$ cat config.mk
export PLATFORM = sky130hd
export DESIGN_NAME = pc_sequencer
export DESIGN_NICKNAME = d
export VERILOG_FILES = /design/src/rtl/pc_sequencer.sv
export SDC_FILE = /design/constraint.sdc
export NUM_CORES = 1
export LEC_CHECK = 0
export CAP_MARGIN = 10
export CORE_AREA = 2 2 102 104
export CTS_BUF_LIST = sky130_fd_sc_hd__clkbuf_2
export CTS_CLUSTER_DIAMETER = 120
export DETAILED_ROUTE_END_ITERATION = 16
export DIE_AREA = 0 0 104 106
export PLACE_DENSITY_LB_ADDON = 0.25
export REMOVE_ABC_BUFFERS = 1
export SLEW_MARGIN = 20
export SYNTH_ARGS = -nofsm -noshare
export SYNTH_HDL_FRONTEND = slang
export SYNTH_SLANG_ARGS = --single-unit
$ cat constraint.sdc
create_clock -name CLK -period 4 [get_ports CLK]
set_input_delay 0.8 -clock CLK [delete_from_list [all_inputs] [get_ports CLK]]
set_output_delay 0.8 -clock CLK [all_outputs]
set_load 0.05 [all_outputs]
$ cat src/rtl/pc_sequencer.sv
// Next-PC controller for the multi-cycle MIPS32 core: sequences
// fetch/decode/branch/wait/halt and produces the PC write strobe and value.
module pc_sequencer #(
    parameter logic [5:0] HALT_OP  = 6'b111111,
    parameter logic [5:0] JR_FUNCT = 6'b001000
) (
    input  logic        CLK,
    input  logic        Reset,
    input  logic        run,
    input  logic [31:0] pc,
    input  logic        imem_ready,
    input  logic [5:0]  opcode,
    input  logic [5:0]  funct,
    input  logic [15:0] imm16,
    input  logic [25:0] jtarget,
    input  logic [31:0] rs_data,
    input  logic        zero,
    input  logic        exec_done,
    output logic        PCcontrol,
    output logic [31:0] PC0,
    output logic        IRWrite,
    output logic        link_we,
    output logic [31:0] link_pc,
    output logic        align_err,
    output logic        halted,
    output logic [2:0]  state
);

    localparam logic [2:0] S_IDLE   = 3'd0;
    localparam logic [2:0] S_FETCH  = 3'd1;
    localparam logic [2:0] S_DECODE = 3'd2;
    localparam logic [2:0] S_BRANCH = 3'd3;
    localparam logic [2:0] S_WAIT   = 3'd4;
    localparam logic [2:0] S_HALT   = 3'd5;

    localparam logic [5:0] OP_RTYPE = 6'b000000;
    localparam logic [5:0] OP_J     = 6'b000010;
    localparam logic [5:0] OP_JAL   = 6'b000011;
    localparam logic [5:0] OP_BEQ   = 6'b000100;
    localparam logic [5:0] OP_BNE   = 6'b000101;

    logic [2:0]  state_nxt;
    logic [31:0] link_pc_nxt;
    logic        br_bne;
    logic        br_bne_nxt;
    logic [31:0] br_off;
    logic        br_taken;

    // Sign-extended word offset and taken decision for the latched branch kind
    assign br_off   = {{14{imm16[15]}}, imm16, 2'b00};
    assign br_taken = br_bne ? ~zero : zero;

    // State, link address and branch-kind registers
    always_ff @(posedge CLK or negedge Reset) begin
        if (!Reset) begin
            state   <= S_IDLE;
            link_pc <= 32'h0;
            br_bne  <= 1'b0;
        end else begin
            state   <= state_nxt;
            link_pc <= link_pc_nxt;
            br_bne  <= br_bne_nxt;
        end
    end

    // Next-state decode and single-cycle strobes
    always_comb begin
        state_nxt   = state;
        link_pc_nxt = link_pc;
        br_bne_nxt  = br_bne;
        PCcontrol   = 1'b0;
        PC0         = 32'h0;
        IRWrite     = 1'b0;
        link_we     = 1'b0;
        align_err   = 1'b0;
        halted      = 1'b0;

        case (state)
            S_IDLE: begin
                if (run) state_nxt = S_FETCH;
            end
            S_FETCH: begin
                // Dropping run wins over a ready instruction
                if (!run) begin
                    state_nxt = S_IDLE;
                end else if (imem_ready) begin
                    IRWrite     = 1'b1;
                    PCcontrol   = 1'b1;
                    PC0         = pc + 32'd4;
                    link_pc_nxt = pc + 32'd4;
                    state_nxt   = S_DECODE;
                end
            end
            S_DECODE: begin
                if (opcode == HALT_OP) begin
                    state_nxt = S_HALT;
                end else if (opcode == OP_J || opcode == OP_JAL) begin
                    PCcontrol = 1'b1;
                    PC0       = {link_pc[31:28], jtarget, 2'b00};
                    link_we   = (opcode == OP_JAL);
                    state_nxt = S_FETCH;
                end else if (opcode == OP_RTYPE && funct == JR_FUNCT) begin
                    PCcontrol = 1'b1;
                    PC0       = {rs_data[31:2], 2'b00};
                    align_err = |rs_data[1:0];
                    state_nxt = S_FETCH;
                end else if (opcode == OP_BEQ || opcode == OP_BNE) begin
                    br_bne_nxt = (opcode == OP_BNE);
                    state_nxt  = S_BRANCH;
                end else begin
                    state_nxt = S_WAIT;
                end
            end
            S_BRANCH: begin
                if (br_taken) begin
                    PCcontrol = 1'b1;
                    PC0       = link_pc + br_off;
                end
                state_nxt = S_FETCH;
            end
            S_WAIT: begin
                if (exec_done) state_nxt = S_FETCH;
            end
            S_HALT: begin
                halted = 1'b1;
            end
            default: begin
                state_nxt = S_IDLE;
            end
        endcase
    end

endmodule

==> results of run 1 <==
## worst max-delay path, delay by kind of cell (launching register included)
kind                       cells  cell delay (ns)
buffers and inverters          3             0.43
DFF                            1             0.47
xor gates and xnor gates       1             0.14
AOI/OAI and AO/OA              7             1.16
adders and majority gates      2             0.57
## kinds of logic (layout without fill, tap and decap cells)
| logic type | Yosys count | count (layout) | share of synthesized area [%] |
|---|---|---|---|
| xor+xnor | 49 | 49 | 10.1 |
| flops | 36 | 36 | 21.2 |
| compound gates | 189 | 189 | 31.0 |
| fa+ha+maj | 31 | 31 | 9.29 |
| mux | 5 | 5 | 1.26 |
| buf+inv | 42 | 360 | 3.70 |
| simple gates | 212 | 212 | 23.5 |
## worst max-delay path by stage
stage | from | end | slack (ns) | cells past startpoint
2_1_floorplan | imm16[0] | PC0[24] | -0.74 | 10
3_3_place_gp | imm16[0] | PC0[28] | -0.55 | 14
3_5_place_dp | imm16[0] | PC0[28] | -0.59 | 14
4_1_cts | link_pc[2] | PC0[28] | -0.04 | 13
5_1_grt | link_pc[2] | PC0[28] | -0.20 | 13
6_report | link_pc[2] | PC0[28] | -0.05 | 13
## through the flow
step                      util [%]  instances  total power [µW]  cell area [µm²]  TNS (ns)
after floorplan                  -        534              2760             4140     -8.10
after global placement        76.0        994              4440             7600     -7.14
after detailed placement      76.0        994              4490             7600     -8.42
after CTS                     80.4       1016              5100             8040    -0.127
after global routing          82.2       1018              5570             8220     -1.28
final                         82.2       1018              5300             8220   -0.0707
## cell usage in the layout, fill, tap and decap left out, types with 5 or more instances in the layout
cell and instances:
clkbuf_2 5, a21oi_1 22, dlymetal6s2s_1 6, dlygate4sd2_1 9, ha_4 13, nand4_1 15, nand2b_1 8, o21ai_1 9
xor2_1 23, inv_1 12, buf_12 32, o21a_1 8, ha_1 15, a221oi_1 16, a21o_1 33, or3_1 12
nand3_1 19, clkdlybuf4s50_1 140, buf_4 143, nor2_1 44, a21oi_2 6, and3_1 10, a222oi_1 8, nand2_1 72
o21ai_0 37, o211ai_1 6, dfrtp_1 35, xnor2_1 25
## per-layer routing
| layer | GRT usage [%] | up-vias | part of all wire, % |
|---|---|---|---|
| met5 | 0 | - | 0 |
| met4 | 12.8 | 0 | 3.1 |
| met3 | 6.07 | 56 | 8.0 |
| met2 | 62.6 | 317 | 50 |
| met1 | 41.4 | 2825 | 38 |
| li1 | - | 2740 | - |
## where the power goes
part | switching, µW | internal (µW) | total [µW]
Clock | 167 | 104 | 271
Sequential | 203 | 524 | 727
Combinational | 2300 | 2010 | 4310
## flip-flops by register name, indices dropped and copies added (netlist names)
register	flops
state	3
br_bne	1
link_pc	32
## timing repair
| item | CTS | global route |
|---|---|---|
| buffers inserted | 14 | 4 |
| cloned | 0 | 0 |
| pin swaps | 30 | 19 |
| setup endpoints to repair | 23 | 18 |
| resized for setup | 63 | 49 |
## layout make-up
cell class	instances	area (µm²)
clock buffer	5	25.0
clock inverter	3	42.5
fill	638	1780
inverter	12	45.0
multi-input combinational	486	3620
sequential	36	902
tap	136	170
timing repair buffer	340	3410
==> flow_summary.toml, run 1 <==
[worst_setup_path]
timing.rr.start = "state[0]"
critPathMaxFanout = 3
required_ns = 3.20
r2r-end = "link_pc[25]"
path_cells = "ha_4 > fa_2 > a21o_1 > a21oi_2 > o21ai_2 > a41o_1 > o31ai_1 > buf_4 > o41ai_4 > xnor2_1 > o21ai_1 > buf_4 > buf_12"
worstSetupStartpointType = "register"
r2r_setup_slack_ns = 1.98
cp_data_arrival_time_ns = 3.25
critPathMostFrequentCell = "buf_4"
endpoint_kind = "output port"
cp_slowest_cell = "dfrtp_1"
reg2reg_depth = 5
max_stage_delay_ns = 0.47
path_class = "reg2out"

[power_and_ir_drop]
p_leak_uw = 0.00368
p_per_area_nw_per_um2 = 645
peakVddDrop_uv = 384

[timing]
finalHoldViolations = 0
rsz0062_at_grt = "true"
relSlewSlack_pct = 36.3
fin_skew_ns = 0.00803
slew_viol_final = 0
worst_slew_pin_slew_ns = 0.956
setup_ws_ns = -0.0463
fin_worst_hold_slack_ns = 0.449
fmax_ghz = 0.247
fin_crit_ns = 4.05
setup_violations = 3
fin_crit_sh_pct = 101

[die]
rows = 37
ios = 196
initial_core_util_pct = 42.6
die_area_um2 = 11000
die_w_um = 104
core_um2 = 10000
die_h_um = 106

[global_route]
grt_pass1_vias = 5975
grt_usage_pct = 34.7
grt_max_degree = 37
globalRouteOverflowTotal = 0
grt_pass1_wl_mm = 30.6
antenna_found_initial = 0

[drt]
wl_mm = 19.8
avgRoutedWirePerCell_um = 19.4
final_antenna_net_count = 0
drt_iter0_drc = 384
vias = 5938
dr.pass1.iters = 6
vias_per_cell = 5.83
post-route-drc-count = 0

[place]
routabilityCongestion = 0.944
dp_slack_ns = -0.586
portBuffers = 195
dp.final_hpwl_mm = 14.8

[clock_network]
clk_pin_slew_ns = 0.24
clock_sinks = 36
cts_tree = "yes"
hold_buffers = 0
cts_inserted_buffers = 5
htree_levels = 2
cts_buffer_depth = 2
clockRootBuffer = "clkbuf_2"
clk_latency_ns = 0.46

[job]
maxCapViolCount = 0

[synth]
synth.largest_area_cell = "dfrtp_1"
syn_inst = 564
synth_seq_area_share_pct = 21.2
synthFlopType = "dfrtp_1"
synth_top_cell_area_share_pct = 21.2
yosys-top-cells-area = "dfrtp_1 (21%), ha_1 (8.8%), nand2_1 (6.5%)"
netlist_area_um2 = 4260
synth_most_common_cell = "nand2_1"
yosysWarnings = 0
synth-seq-cells = 36
synthTopCellsByCount = "nand2_1 (74), o21ai_0 (49), nor2_1 (48)"
async_flop_share_pct = 100
synth_cell_type_count = 51
synth_edf_count = 0
avgSynthCellArea_um2 = 7.55

[cells_and_area]
area_growth_pct = 93.1
drive_gt1_share_pct = 29.4
nets = 1036
antenna_cells = 0

[run_status]
violations = "setup timing"
status = "finished, violations left"

[hold_path]
min_path_type = "in2async"
Note: power is estimated with default switching activity, not from simulation.
==> run 2: changes to the inputs <==
--- a/config.mk
+++ b/config.mk
@@ -12,7 +12,9 @@
 export DETAILED_ROUTE_END_ITERATION = 16
 export DIE_AREA = 0 0 104 106
 export PLACE_DENSITY_LB_ADDON = 0.25
+export RECOVER_POWER = 100
 export REMOVE_ABC_BUFFERS = 1
+export SETUP_SLACK_MARGIN = 0.05
 export SLEW_MARGIN = 20
 export SYNTH_ARGS = -nofsm -noshare
 export SYNTH_HDL_FRONTEND = slang
==> constraint.sdc (replaced) <==
create_clock -name CLK -period 4 [get_ports CLK]
set_input_delay 1.2 -clock CLK [delete_from_list [all_inputs] [get_ports CLK]]
set_output_delay 1.2 -clock CLK [all_outputs]
set_load 0.05 [all_outputs]
==> flow_summary.toml, run 2 <==
[run_status]
status = "did not finish"
failed_stage = "global routing"
firstError = "[ERROR GRT-0232] Routing congestion too high. Check the congestion heatmap in the GUI."

[synth]
synth_cell_type_count = 51
synth_edf_count = 0
yosysWarnings = 0
synth_seq_area_share_pct = 21.2
synthTopCellsByCount = "nand2_1 (74), o21ai_0 (49), nor2_1 (48)"
synthFlopType = "dfrtp_1"
synth_top_cell_area_share_pct = 21.2
async_flop_share_pct = 100
syn_inst = 564
synth.largest_area_cell = "dfrtp_1"
netlist_area_um2 = 4260
synth_most_common_cell = "nand2_1"
synth-seq-cells = 36
yosys-top-cells-area = "dfrtp_1 (21%), ha_1 (8.8%), nand2_1 (6.5%)"
avgSynthCellArea_um2 = 7.55

[clock_network]
htree_levels = 2
cts_inserted_buffers = 5
clockRootBuffer = "clkbuf_2"
clock_sinks = 36
hold_buffers = 0
cts_buffer_depth = 2

[place]
routabilityCongestion = 0.972
placed_area_um2 = 8110
portBuffers = 195
dp.final_hpwl_mm = 16.3

[global_route]
globalRouteOverflowTotal = 1193
grt_max_degree = 37
grt_usage_pct = 103

[die]
initial_core_util_pct = 42.6
ios = 196
die_w_um = 104
rows = 37
die_h_um = 106

[timing]
worstEpCategory = "output port"
crit_endpoint = "PC0[28]"
run 2: routing by layer:
| layer | GRT usage [%] | overflow |
|---|---|---|
| met1 | 90.0 | 12 |
| met2 | 140 | 881 |
| met3 | 73.3 | 4 |
| met4 | 122 | 294 |
| met5 | 42.9 | 2 |
run 2: what timing repair did:
action,4_1_cts
setup endpoints to repair,36
pin swaps,109
endpoints found under the hold margin,0
buffers inserted,51
cloned,2
gates resized for setup,281
run 2: cell families after synthesis:
family                     Yosys count  share of synthesized area (%)
AOI/OAI and AO/OA                  189                           31.0
xor gates and xnor gates            49                           10.1
adders and majority gates           31                           9.29
buffers and inverters               42                           3.70
DFF                                 36                           21.2
muxes                                5                           1.26
and+or+nand+nor                    212                           23.5
run 2: metrics by stage:
stage               utilization (%)  setup TNS, ns  std cells  setup WS (ns)  hold WS [ns]
floorplan                         -         -35.78        534          -1.54         0.500
global placement               81.1         -30.97       1061          -1.34         0.483
detailed placement             81.1         -33.92       1061          -1.43         0.499
CTS                            93.9         -12.86       1118         -0.761         0.542
==> run 3: changes to the inputs <==
==> config.mk (replaced) <==
export PLATFORM = sky130hd
export DESIGN_NAME = pc_sequencer
export DESIGN_NICKNAME = d
export VERILOG_FILES = /design/src/rtl/pc_sequencer.sv
export SDC_FILE = /design/constraint.sdc
export NUM_CORES = 1
export LEC_CHECK = 0
export CAP_MARGIN = 10
export CORE_AREA = 2 2 107 109
export DETAILED_ROUTE_END_ITERATION = 16
export DIE_AREA = 0 0 109 111
export PLACE_DENSITY_LB_ADDON = 0.15
export RECOVER_POWER = 100
export REMOVE_ABC_BUFFERS = 1
export SLEW_MARGIN = 20
export SYNTH_ARGS = -nofsm -noshare
export SYNTH_HDL_FRONTEND = slang
export SYNTH_SLANG_ARGS = --single-unit
==> flow_summary.toml, run 3 (synthesized netlist as in run 1, its figures left out) <==
[global_route]
grt_pass1_vias = 7095
antenna_found_initial = 2
grt_max_degree = 37
grt_pass1_wl_mm = 37.2
globalRouteOverflowTotal = 0
grt_usage_pct = 40.0

[job]
maxCapViolCount = 1

[worst_setup_path]
cp_slowest_cell = "a211oi_2"
max_stage_delay_ns = 0.45
required_ns = 2.80
r2r-end = "link_pc[25]"
critPathMaxFanout = 3
endpoint = "PC0[27]"
crit_path_start = "imm16[6]"
worstSetupStartpointType = "input pin"
cp_data_arrival_time_ns = 3.78
endpoint_kind = "output port"
cp_num_cells = 11
path_class = "in2out"
cp.buffers_inverters = 3
critical-path-top-delay-family = "compound AO/OA/AOI/OAI gates"
timing.rr.start = "state[0]"
reg2reg_depth = 6
r2r_setup_slack_ns = 1.36
path_cells = "clkdlybuf4s15_1 > ha_4 > buf_4 > a211oi_2 > nor2_4 > o41ai_4 > nand2_2 > a2111oi_4 > xor2_1 > o221ai_2 > buf_12"

[run_status]
status = "finished, violations left"
violations = "capacitance limit, slew limit, setup timing"

[power_and_ir_drop]
p_per_area_nw_per_um2 = 659
total_power_uw = 6390
peakVddDrop_uv = 440
p_leak_uw = 0.00437

[place]
dp.final_hpwl_mm = 15.9
portBuffers = 195
routabilityCongestion = 0.998

[die]
die_h_um = 111
initial_core_util_pct = 38.4
rows = 39
die_area_um2 = 12100
ios = 196
die_w_um = 109
core_um2 = 11100

[clock_network]
htree_levels = 2
clockRootBuffer = "clkbuf_16"
clock_sinks = 36
clk_pin_slew_ns = 0.07
cts_tree = "yes"
clk_latency_ns = 0.30
cts_buffer_depth = 2
cts_inserted_buffers = 5

[timing]
slew_viol_final = 37
rsz0062_at_grt = "true"
finalHoldViolations = 0
setup_violations = 35
relSlewSlack_pct = -51.5
fin_crit_sh_pct = 125
setup_ws_ns = -0.982
final.setup.tns_ns = -21.30
worst_slew_pin_slew_ns = 2.27
fmax_ghz = 0.201
fin_crit_ns = 4.98
fin_worst_hold_slack_ns = 0.513
fin_skew_ns = 0.00990

[cells_and_area]
nets = 1125
drive_gt1_share_pct = 42.9
regMostFlops = "link_pc"
area_growth_pct = 128
nFillCells = 511
final_common_cell = "buf_4"
final_cell_mix = "buf_4 (189), clkdlybuf4s50_1 (81), nand2_1 (69)"
largest_reg_flops = 32
reg.largest.list = "link_pc: 32 flops, state: 3 flops, br_bne: 1 flops"

[drt]
avgRoutedWirePerCell_um = 23.4
vias = 6930
vias_per_cell = 6.21
final_antenna_net_count = 0
drt_iter0_drc = 768
post-route-drc-count = 0
wl_mm = 26.1
dr.pass1.iters = 5

[hold_path]
min_path_type = "reg2reg"
==> run 3: how the worst min path moves through the flow <==
stage                     from    endpoint  slack, ns  cells past startpoint
global route        link_pc[0]  link_pc[0]       0.52                      2
CTS                 link_pc[0]  link_pc[0]       0.51                      2
detailed placement  link_pc[5]  link_pc[5]       0.50                      1
floorplan               br_bne      br_bne       0.50                      1
finish              link_pc[1]  link_pc[1]       0.51                      2
global placement    link_pc[1]  link_pc[1]       0.48                      2
==> run 3: area by class of cell <==
type / instances / area, µm² / area share, %
Clock inverter: 3 / 90.1 / 0.930
Timing Repair Buffer: 429 / 4110 / 42.5
Antenna cell: 2 / 5.00 / 0.0517
Clock buffer: 5 / 125 / 1.29
Multi-Input combinational cell: 486 / 4230 / 43.7
Inverter: 12 / 45.0 / 0.465
Sequential cell: 36 / 901 / 9.30
Tap cell: 143 / 179 / 1.85
==> run 3: repair_timing <==
item                       4_1_cts  5_1_grt
buffers inserted                34       17
cloned                           5        0
resized for setup              265       57
hold buffers                     0        0
pin swaps                       92       55
setup endpoints to repair       36       35
==> run 3: routing by layer <==
metal  GRT usage (%)  vias to the layer above  share of wire (%)  routed length, µm
met1            46.0                     3244                 35               9100
met3            6.94                      192                9.2               2410
met2            68.4                      571                 47              12400
met4            23.2                        0                8.5               2220
met5               0                        -                  0                  0
li1                -                     2923                  -                  -
==> run 3: per-stage QoR <==
stage               instances  setup slack, ns  cell area (µm²)  util, %
finish                   1116           -0.982             9690     87.5
global route             1116            -1.03             9690     87.5
CTS                      1105           -0.813             9580     86.5
detailed placement       1063            -1.47             8100     73.1
global placement         1063            -1.40             8100     73.1
floorplan                 534            -1.54             4140        -
==> run 3: tightest hold or removal path: stages, from the launching register on <==
cell	delay, ns
dfrtp_1	0.36
nand2_1	0.06
nand2_1	0.06
==> run 3: power breakdown <==
part	leakage, µW	total, µW	switching, µW	internal [µW]
registers	0.000450	762	237	525
clock network	0.000104	616	194	422
logic	0.00382	5010	2700	2310
total	0.00437	6390	3130	3260
